$ cat config.mk
export PLATFORM = sky130hd
export DESIGN_NAME = pwm_capture
export DESIGN_NICKNAME = d
export VERILOG_FILES = /design/src/rtl/pwm_pkg.sv /design/src/rtl/pwm_edge_sync.sv /design/src/rtl/pwm_capture.sv
export SDC_FILE = /design/constraint.sdc
export NUM_CORES = 1
export LEC_CHECK = 0
export ABC_AREA = 1
export ABC_CLOCK_PERIOD_IN_PS = 1900
export CAP_MARGIN = 10
export CORE_MARGIN = 2
export CORE_UTILIZATION = 40
export CTS_CLUSTER_SIZE = 28
export DETAILED_ROUTE_END_ITERATION = 10
export GPL_TIMING_DRIVEN = 0
export HOLD_SLACK_MARGIN = 0.05
export PLACE_DENSITY = 0.68
export SLEW_MARGIN = 20
export SYNTH_ARGS = -nofsm -noshare
export SYNTH_HDL_FRONTEND = slang
export SYNTH_SLANG_ARGS = --single-unit
$ cat constraint.sdc
create_clock -name clk -period 1.9 [get_ports clk]
set_input_delay 0.19 -clock clk [delete_from_list [all_inputs] [get_ports clk]]
set_output_delay 0.19 -clock clk [all_outputs]
set_load 0.02 [all_outputs]
$ cat src/rtl/pwm_pkg.sv
// pwm_pkg: definitions shared by the PWM generator and capture blocks.
//   DUTY_W / DUTY_MAX : width and largest value of the 4-bit duty code
//   state_t           : capture FSM states
package pwm_pkg;

  localparam int DUTY_W = 4;
  localparam logic [DUTY_W-1:0] DUTY_MAX = 4'd15;

  typedef enum logic [1:0] {
    WAIT_EDGE,
    HIGH,
    LOW
  } state_t;

endpackage

$ cat src/rtl/pwm_edge_sync.sv
// pwm_edge_sync: brings the asynchronous PWM line into the clk domain and
// flags its edges.
//   clk, rst : system clock, synchronous active-high reset
//   pwm_in   : raw asynchronous PWM input
//   s        : synchronized line level (last synchronizer stage)
//   rise     : s is high this cycle and was low the cycle before
//   fall     : s is low this cycle and was high the cycle before
module pwm_edge_sync #(
  parameter int SYNC_STAGES = 2
) (
  input  logic clk,
  input  logic rst,
  input  logic pwm_in,
  output logic s,
  output logic rise,
  output logic fall
);

  logic [SYNC_STAGES-1:0] chain;
  logic                   s_d;

  always_ff @(posedge clk) begin
    if (rst) begin
      chain <= '0;
      s_d   <= 1'b0;
    end else begin
      chain <= {chain[SYNC_STAGES-2:0], pwm_in};
      s_d   <= chain[SYNC_STAGES-1];
    end
  end

  assign s    = chain[SYNC_STAGES-1];
  assign rise = s & ~s_d;
  assign fall = ~s & s_d;

endmodule

$ cat src/rtl/pwm_capture.sv
// pwm_capture: measures an incoming PWM waveform frame by frame (rise to
// rise) and recovers its 4-bit duty code.
//   clk, rst   : system clock, synchronous active-high reset
//   pwm_in     : asynchronous PWM input
//   duty       : last recovered duty code
//   valid      : one-cycle pulse whenever duty is updated
//   locked     : two consecutive good frames carried the same code
//   err_period : one-cycle pulse, frame length outside PERIOD +/- TOL
//   stuck      : no rising edge for 2*PERIOD cycles
module pwm_capture
  import pwm_pkg::*;
#(
  parameter int PERIOD      = 160,
  parameter int STEP        = 10,
  parameter int TOL         = 4,
  parameter int SYNC_STAGES = 2
) (
  input  logic              clk,
  input  logic              rst,
  input  logic              pwm_in,
  output logic [DUTY_W-1:0] duty,
  output logic              valid,
  output logic              locked,
  output logic              err_period,
  output logic              stuck
);

  localparam int FCNT_W = $clog2(2*PERIOD+1);
  localparam int PRE_W  = $clog2(STEP+1);

  localparam logic [FCNT_W-1:0] TMO      = FCNT_W'(2*PERIOD);
  localparam logic [FCNT_W-1:0] P_LO     = FCNT_W'(PERIOD-TOL);
  localparam logic [FCNT_W-1:0] P_HI     = FCNT_W'(PERIOD+TOL);
  localparam logic [PRE_W-1:0]  PRE_INIT = PRE_W'(STEP/2);
  localparam logic [PRE_W-1:0]  PRE_LAST = PRE_W'(STEP-1);
  localparam logic [4:0]        STEP_SAT = 5'd16;

  // step_cnt may reach 16 (high time >= 15.5 steps); the code tops out at 15
  function automatic logic [DUTY_W-1:0] sat_code(input logic [4:0] steps);
    return (steps > 5'(DUTY_MAX)) ? DUTY_MAX : steps[DUTY_W-1:0];
  endfunction

  logic s, rise, fall;

  pwm_edge_sync #(
    .SYNC_STAGES(SYNC_STAGES)
  ) u_sync (
    .clk   (clk),
    .rst   (rst),
    .pwm_in(pwm_in),
    .s     (s),
    .rise  (rise),
    .fall  (fall)
  );

  state_t              state, state_n;
  logic [FCNT_W-1:0]   frame_cnt;
  logic [PRE_W-1:0]    presc;
  logic [4:0]          step_cnt;
  logic [DUTY_W-1:0]   prev_code;
  logic                have_prev;

  logic                start;
  logic                frame_end;
  logic                timeout;
  logic                period_ok;
  logic [DUTY_W-1:0]   code;

  assign period_ok = (frame_cnt >= P_LO) && (frame_cnt <= P_HI);
  assign code      = sat_code(step_cnt);

  // A rise in LOW both closes the old frame and opens the next one, so a
  // rise always beats a timeout landing on the same cycle.
  always_comb begin
    state_n   = state;
    start     = 1'b0;
    frame_end = 1'b0;
    timeout   = 1'b0;
    case (state)
      WAIT_EDGE: begin
        if (rise) begin
          start   = 1'b1;
          state_n = HIGH;
        end
      end
      HIGH: begin
        if (frame_cnt >= TMO) begin
          timeout = 1'b1;
          state_n = WAIT_EDGE;
        end else if (fall) begin
          state_n = LOW;
        end
      end
      LOW: begin
        if (rise) begin
          frame_end = 1'b1;
          start     = 1'b1;
          state_n   = HIGH;
        end else if (frame_cnt >= TMO) begin
          timeout = 1'b1;
          state_n = WAIT_EDGE;
        end
      end
      default: state_n = WAIT_EDGE;
    endcase
  end

  always_ff @(posedge clk) begin
    if (rst) begin
      state      <= WAIT_EDGE;
      frame_cnt  <= '0;
      presc      <= '0;
      step_cnt   <= '0;
      prev_code  <= '0;
      have_prev  <= 1'b0;
      duty       <= '0;
      valid      <= 1'b0;
      locked     <= 1'b0;
      err_period <= 1'b0;
      stuck      <= 1'b0;
    end else begin
      state      <= state_n;
      valid      <= 1'b0;
      err_period <= 1'b0;

      // Counters: the rise cycle counts as frame cycle 1; the prescaler is
      // preloaded with STEP/2 so the step count rounds to nearest.
      if (start) begin
        frame_cnt <= FCNT_W'(1);
        presc     <= PRE_INIT;
        step_cnt  <= '0;
      end else if (state == HIGH) begin
        frame_cnt <= (frame_cnt == '1) ? frame_cnt : frame_cnt + FCNT_W'(1);
        if (presc == PRE_LAST) begin
          presc    <= '0;
          step_cnt <= (step_cnt == STEP_SAT) ? step_cnt : step_cnt + 5'd1;
        end else begin
          presc <= presc + PRE_W'(1);
        end
      end else if (state == LOW) begin
        frame_cnt <= (frame_cnt == '1) ? frame_cnt : frame_cnt + FCNT_W'(1);
      end

      // Frame evaluation: lock compares against the previous good frame only
      if (frame_end) begin
        if (period_ok) begin
          duty      <= code;
          valid     <= 1'b1;
          stuck     <= 1'b0;
          locked    <= have_prev && (code == prev_code);
          prev_code <= code;
          have_prev <= 1'b1;
        end else begin
          err_period <= 1'b1;
          locked     <= 1'b0;
          have_prev  <= 1'b0;
        end
      end

      if (timeout) begin
        stuck     <= 1'b1;
        locked    <= 1'b0;
        valid     <= 1'b1;
        duty      <= s ? DUTY_MAX : '0;
        have_prev <= 1'b0;
      end
    end
  end

endmodule
==> results of run 1 <==
area by class of cell:
type / instances / area (µm²)
Fill cell: 447 / 2260
Multi-Input combinational cell: 158 / 901
Sequential cell: 36 / 722
Inverter: 44 / 168
Timing Repair Buffer: 9 / 90.1
Clock buffer: 5 / 68.8
Tap cell: 52 / 65.1
Clock inverter: 3 / 42.5
Buffer: 2 / 7.51
cell families after synthesis:
logic type,Yosys count,synth area share (%)
compound gates,45,15.3
xor+xnor,6,2.95
fa+ha+maj,10,7.02
buf+inv,46,9.83
flops,36,40.4
simple gates,97,24.4
worst min path at each step:
stage / end / slack [ns]
floorplan: u_sync.chain[0]$_SDFF_PP0_ / 0.30
global route: duty[0]$_SDFFE_PP0P_ / 0.27
detailed placement: u_sync.chain[1]$_SDFF_PP0_ / 0.41
finish: duty[0]$_SDFFE_PP0P_ / 0.27
global placement: u_sync.chain[1]$_SDFF_PP0_ / 0.40
CTS: duty[3]$_SDFFE_PP0P_ / 0.27
state kept, by name, summed over array words and instances (netlist names), 2 cells and up:
name	flops
prev_code	4
step_cnt	5
presc	4
state	2
u_sync.chain	2
frame_cnt	9
duty	4
power by group through the flow:
stage	combinational, mW	sequential (mW)	clock (mW)
floorplan	0.286	0.852	0
global placement	0.341	0.858	0
detailed placement	0.349	0.859	0
CTS	0.351	0.843	0.697
global route	0.427	0.849	0.719
finish	0.365	0.842	0.683
critical path, delay by kind of cell, from the launching register on:
kind            cells  cell delay [ns]
compound gates      2             0.20
fa+ha+maj           1             0.22
buf+inv             1             0.07
flops               1             0.41
simple gates        7             0.74
repair_timing:
action	in CTS	in global routing
resized for setup	1	6
cloned	0	0
endpoints found under the hold margin	0	0
setup endpoints to repair	2	5
buffers inserted	0	0
stage by stage:
step                setup TNS, ns  cells  instance area [µm²]  setup WS (ns)  util (%)
global placement                0    301                 1940        0.00621      44.8
CTS                             0    309                 2050         0.0699      47.4
global route             -0.00365    309                 2060       -0.00365      47.7
finish                          0    309                 2060          0.198      47.7
detailed placement              0    301                 1940        0.00898      44.8
floorplan                       0    240                 1780          0.242         -
per-layer routing:
metal | GRT usage, % | routed length (µm) | share of wire (%) | vias up
met1 | 18.0 | 1730 | 52 | 660
met3 | 3.42 | 81 | 2.4 | 2
met4 | 2.52 | 13 | 0.39 | 0
met2 | 23.1 | 1500 | 45 | 13
met5 | 0 | 0 | 0 | -
li1 | - | - | - | 802
cell usage after synthesis (all sizes together), types with 2 or more instances:
cell    number
xnor2        4
nand3       13
a31oi        4
clkbuf       2
a211oi       2
nand2       48
nor2        25
nor3         6
o21ai       14
and3         3
inv         44
nand4        2
a21oi       22
ha          10
xor2         2
dfxtp       36
==> qor.csv, run 1 <==
metric,value,unit
cts_hold_buf,0,
ys_warn_count,0,
slew_viol_final,0,
clkTransAtPathRegs,0.08,ns
synth_area_per_cell,7.42,µm²
cts_tree,built,
dp_hpwl,2.48,mm
wl_per_cell,10.8,µm
cap_violations,0,
pwr-share-seq,44.6,%
syn_area,1780,µm²
synth_edf_count,0,
ir_drop,456,µV
die-area,5000,µm²
numClockSinks,36,
die_h,70.7,µm
p_sw_share,30.0,%
cp-startpoint,frame_cnt[4]$_SDFFE_PP0P_,
cp.arrival,1.92,ns
hold_start,rst,
layout_min_cycle_time,1.70,ns
yosys-top-cells-area,"dfxtp_1 (40%), nand2_1 (10%), inv_1 (8.8%)",
vias_per_cell,4.78,
first_global_vias,1320,
clockRootBuffer,clkbuf_8,
routed-via-count,1477,
whs_path_depth,2,
seq_area_frac_synth,40.4,%
status,finished clean,
combPwrFrac,19.3,%
crit_end,frame_cnt[7]$_SDFFE_PP0P_,
drive_gt1_share,9.73,%
drc_errors,0,
r2r_end,frame_cnt[7]$_SDFFE_PP0P_,
row_count,24,
max_slew.worst_pin.slew,0.442,ns
htree_levels,2,
ys_types,29,
start_util,41.2,%
core_area,4320,µm²
hold_violations,0,
setup_viol_count_final,0,
internal_power,1.32,mW
synthFlopType,dfxtp_1,
yosys.area.top_type_share,40.4,%
syn_inst,240,
gr-total-overflow,0,
final_antenna_net_count,0,
firstDrtPassIters,4,
ios,11,
synthArstFlopShare,0,%
worstSetupPathType,flip-flop to flip-flop,
layout.nets,269,
r2r_cells,11,
grt_pass1_wl,5.63,mm
numCtsBuffers,5,
cpPeakStageDelay,0.41,ns
worst_skew_pair.late_latency,0.29,ns
fin_skew,0.00528,ns
syn_nets,253,
cts_buffer_depth,2,
slowest_stage,dfxtp_1,
antenna_cells,0,
yosys.area.top_type,dfxtp_1,
critical_path_peak_fanout,5,
fmax,588,MHz
startpoint_type,flip-flop,
hold_ws,0.271,ns
p_per_area,915,nW/µm²
p_clk_share,36.1,%
gp_congestion,0.814,
grt_max_degree,13,
wirelength,3.32,mm
power_leakage,0.839,nW
r2r_slack,0.20,ns
relSlewSlack,70.6,%
worstPathCellList,nand2_1 -> nor2_2 -> nand4_1 -> nor2_1 -> ha_1 -> nor2_4 -> nand2_1 -> inv_1 -> nand3_1 -> o21ai_0 -> a21oi_1,
p_total,1.89,mW
port_buffers,9,
drt-initial-drc-count,65,
layout_commonest_cell,nand2_1,
r2r-start,frame_cnt[4]$_SDFFE_PP0P_,
synth-seq-cells,36,
area_growth,15.9,%
endpoint_kind,flip-flop,
final_cell_mix,"nand2_1 (47), inv_1 (42), dfxtp_1 (35)",
chipWidth,70.7,µm
finalCritPeriodShare,89.6,%
grtUsageTotal,13.7,%
required,2.12,ns
antenna_found_initial,0,
hold_class,input pin to flip-flop,
worst_path_most_repeated_cell,nand2_1,
p_sw,0.567,mW
No activity file was read; power rests on OpenSTA's default activity.
==> run 2, diff against run 1 <==
--- a/config.mk
+++ b/config.mk
@@ -14,6 +14,7 @@
 export DETAILED_ROUTE_END_ITERATION = 10
 export GPL_TIMING_DRIVEN = 0
 export HOLD_SLACK_MARGIN = 0.05
+export MAX_ROUTING_LAYER = met4
 export PLACE_DENSITY = 0.68
 export SLEW_MARGIN = 20
 export SYNTH_ARGS = -nofsm -noshare
==> results of run 2 <==
The final DEF is identical to that of run 1; final timing and power are the same.
Main changes from that run: final weighted congestion in routability-driven placement 0.814 -> 0.826; overall routing resource usage 13.7% -> 14.1%
==> run 3, diff against run 2 <==
--- a/config.mk
+++ b/config.mk
@@ -12,7 +12,6 @@
 export CORE_UTILIZATION = 40
 export CTS_CLUSTER_SIZE = 28
 export DETAILED_ROUTE_END_ITERATION = 10
-export GPL_TIMING_DRIVEN = 0
 export HOLD_SLACK_MARGIN = 0.05
 export MAX_ROUTING_LAYER = met4
 export PLACE_DENSITY = 0.68
==> run 3 against run 2 <==
Sequential share of layout area is essentially flat. Die area is the same. Clock-buffer cell count up 2. Worst setup slack lost 0.073 ns. Critical path depth unchanged. Sequential cell count unchanged. Via count decreased by 0.34%. Routed wire length increased by 1.7%. Critical endpoint unchanged. Highest routed layer unchanged.
==> qor.csv, run 3 (synthesized netlist as in run 1, its figures left out) <==
metric,value,unit,change
status,finished clean,,unchanged
max_slew.worst_pin.slew,0.335,ns,was 0.442 ns
grt_max_degree,16,,was 13
cts_tree,built,,unchanged
design_area,2060,µm²,about the same
clkTransAtPathRegs,0.07,ns,was 0.08 ns
finalNonFillerCells,311,,was 309
place_inst,303,,was 301
cap_violations,0,,unchanged
r2r_end,frame_cnt[7]$_SDFFE_PP0P_,,unchanged
slowest_stage,dfxtp_1,,unchanged
layout_commonest_cell,nand2_1,,unchanged
area_growth,15.8,%,was 15.9%
worst_skew_pair.late_latency,0.29,ns,about the same
antenna_cells,0,,unchanged
final_cell_mix,"nand2_1 (48), inv_1 (42), dfxtp_1 (36)",,"was nand2_1 (47), inv_1 (42), dfxtp_1 (35)"
first_global_vias,1352,,"was 1,320"
met2_usage,23.3,%,was 23.1%
drt-initial-drc-count,85,,was 65
die-area,5000,µm²,unchanged
r2r_slack,0.13,ns,was 0.20 ns
worstSetupPathType,flip-flop to flip-flop,,unchanged
cts_buffer_depth,2,,unchanged
required,2.13,ns,was 2.12 ns
fmax,563,MHz,was 588 MHz
grtUsageMet3,3.42,%,unchanged
fin_skew,0.00746,ns,was 0.00528 ns
ios,11,,unchanged
setup_viol_count_final,0,,unchanged
worstPathCellList,nand2_1 -> nor2_2 -> nand4_1 -> nor2_1 -> ha_1 -> nor2_2 -> nand2_1 -> inv_1 -> nand3_1 -> o21ai_0 -> a21oi_1,,was nand2_1 -> nor2_2 -> nand4_1 -> nor2_1 -> ha_1 -> nor2_4 -> nand2_1 -> inv_1 -> nand3_1 -> o21ai_0 -> a21oi_1
p_per_area,861,nW/µm²,was 915 nW/µm²
port_buffers,10,,was 9
numCtsBuffers,5,,unchanged
holdPathEnd,u_sync.chain[1]$_SDFF_PP0_,,was duty[0]$_SDFFE_PP0P_
slew_viol_final,0,,unchanged
routed-via-count,1472,,"was 1,477"
numClockSinks,36,,unchanged
groute.layer.met1.usage,19.1,%,was 18.0%
hold_class,flip-flop to flip-flop,,was input pin to flip-flop
antenna_found_initial,0,,unchanged
largest_reg_flops,9,,unchanged
vias_per_cell,4.73,,was 4.78
ir_drop,477,µV,was 456 µV
htree_levels,2,,unchanged
grtUsageTotal,14.9,%,was 14.1%
r2r-start,frame_cnt[3]$_SDFFE_PP0P_,,was frame_cnt[4]$_SDFFE_PP0P_
endpoint_kind,flip-flop,,unchanged
clockRootBuffer,clkbuf_8,,unchanged
relSlewSlack,77.6,%,was 70.6%
die_h,70.7,µm,unchanged
power_leakage,0.844,nW,was 0.839 nW
firstDrtPassIters,4,,unchanged
hold_violations,0,,unchanged
critical_path_peak_fanout,6,,was 5
row_count,24,,unchanged
r2r_cells,11,,unchanged
drc_errors,0,,unchanged
chipWidth,70.7,µm,unchanged
hold_ws,0.393,ns,was 0.271 ns
cpPeakStageDelay,0.43,ns,was 0.41 ns
grt_pass1_wl,5.84,mm,was 5.63 mm
drive_gt1_share,9.65,%,was 9.73%
gr-total-overflow,0,,unchanged
finalCritPeriodShare,93.4,%,was 89.6%
start_util,41.2,%,unchanged
hold_start,u_sync.chain[0]$_SDFF_PP0_,,was rst
wl_per_cell,10.9,µm,was 10.8 µm
cts_hold_buf,0,,unchanged
core_area,4320,µm²,unchanged
final_antenna_net_count,0,,unchanged
gr-max-usage-layer,met2,,unchanged
top_register,frame_cnt,,unchanged
wirelength,3.38,mm,was 3.32 mm
placed_area,1960,µm²,was 1940 µm²
whs_path_depth,2,,unchanged
layout.nets,271,,was 269
largestRegisters,"frame_cnt: 9 flops, step_cnt: 5 flops",,unchanged
dp_hpwl,2.42,mm,was 2.48 mm
layout_min_cycle_time,1.77,ns,was 1.70 ns
gp_congestion,0.749,,was 0.826
startpoint_type,flip-flop,,unchanged
cp.arrival,2.00,ns,was 1.92 ns
==> run 3: how the worst max path moves through the flow <==
stage                              startpoint                        end  slack, ns
global placement    frame_cnt[0]$_SDFFE_PP0P_  frame_cnt[6]$_SDFFE_PP0P_       0.14
finish              frame_cnt[3]$_SDFFE_PP0P_  frame_cnt[7]$_SDFFE_PP0P_       0.13
detailed placement  frame_cnt[0]$_SDFFE_PP0P_  frame_cnt[6]$_SDFFE_PP0P_       0.08
global route        frame_cnt[3]$_SDFFE_PP0P_  frame_cnt[7]$_SDFFE_PP0P_     -0.002
floorplan           frame_cnt[0]$_SDFFE_PP0P_  frame_cnt[4]$_SDFFE_PP0P_       0.24
CTS                 frame_cnt[0]$_SDFFE_PP0P_  frame_cnt[4]$_SDFFE_PP0P_       0.05
==> run 3: worst max-delay path, delay by kind of cell (launching register included) <==
| kind | cells | cell delay [ns] |
|---|---|---|
| flip-flops | 1 | 0.43 |
| buffers and inverters | 1 | 0.07 |
| AND/OR/NAND/NOR | 7 | 0.85 |
| adder cells (fa/ha/maj) | 1 | 0.19 |
| AO/OA/AOI/OAI | 2 | 0.17 |
==> run 3: layout make-up <==
type / instances / area (µm²)
clock buffers: 7 / 86.3
clock inverters: 1 / 7.51
fillers: 431 / 2260
inverters: 44 / 168
multi-input cells: 158 / 893
flip-flops and latches: 36 / 721
well taps: 52 / 65.1
repair buffers: 13 / 123
==> run 3: timing repair <==
item	4_1_cts	5_1_grt
setup endpoints to repair	0	7
setup buffers	0	0
hold endpoints to repair	0	0
resized for setup	0	4
==> run 3: report_power, final <==
group	internal [mW]	switching, mW
Clock	0.295	0.276
Sequential	0.804	0.0388
Combinational	0.133	0.230
Total	1.23	0.545
==> run 3: metrics by stage <==
step           setup TNS [ns]  utilization, %  power [mW]  worst slack (ns)
3_5_place_dp                0            45.4        1.21            0.0792
4_1_cts                     0            47.5        1.79            0.0499
6_report                    0            47.7        1.78             0.125
3_3_place_gp                0            45.4        1.21             0.137
2_1_floorplan               0               -        1.14             0.242
5_1_grt              -0.00242            47.7        1.89          -0.00242
==> run 3: layer usage <==
metal	wire, µm	vias up
met2	1570	15
met4	17	0
li1	-	802
met1	1690	653
met3	108	2
met5	0	-
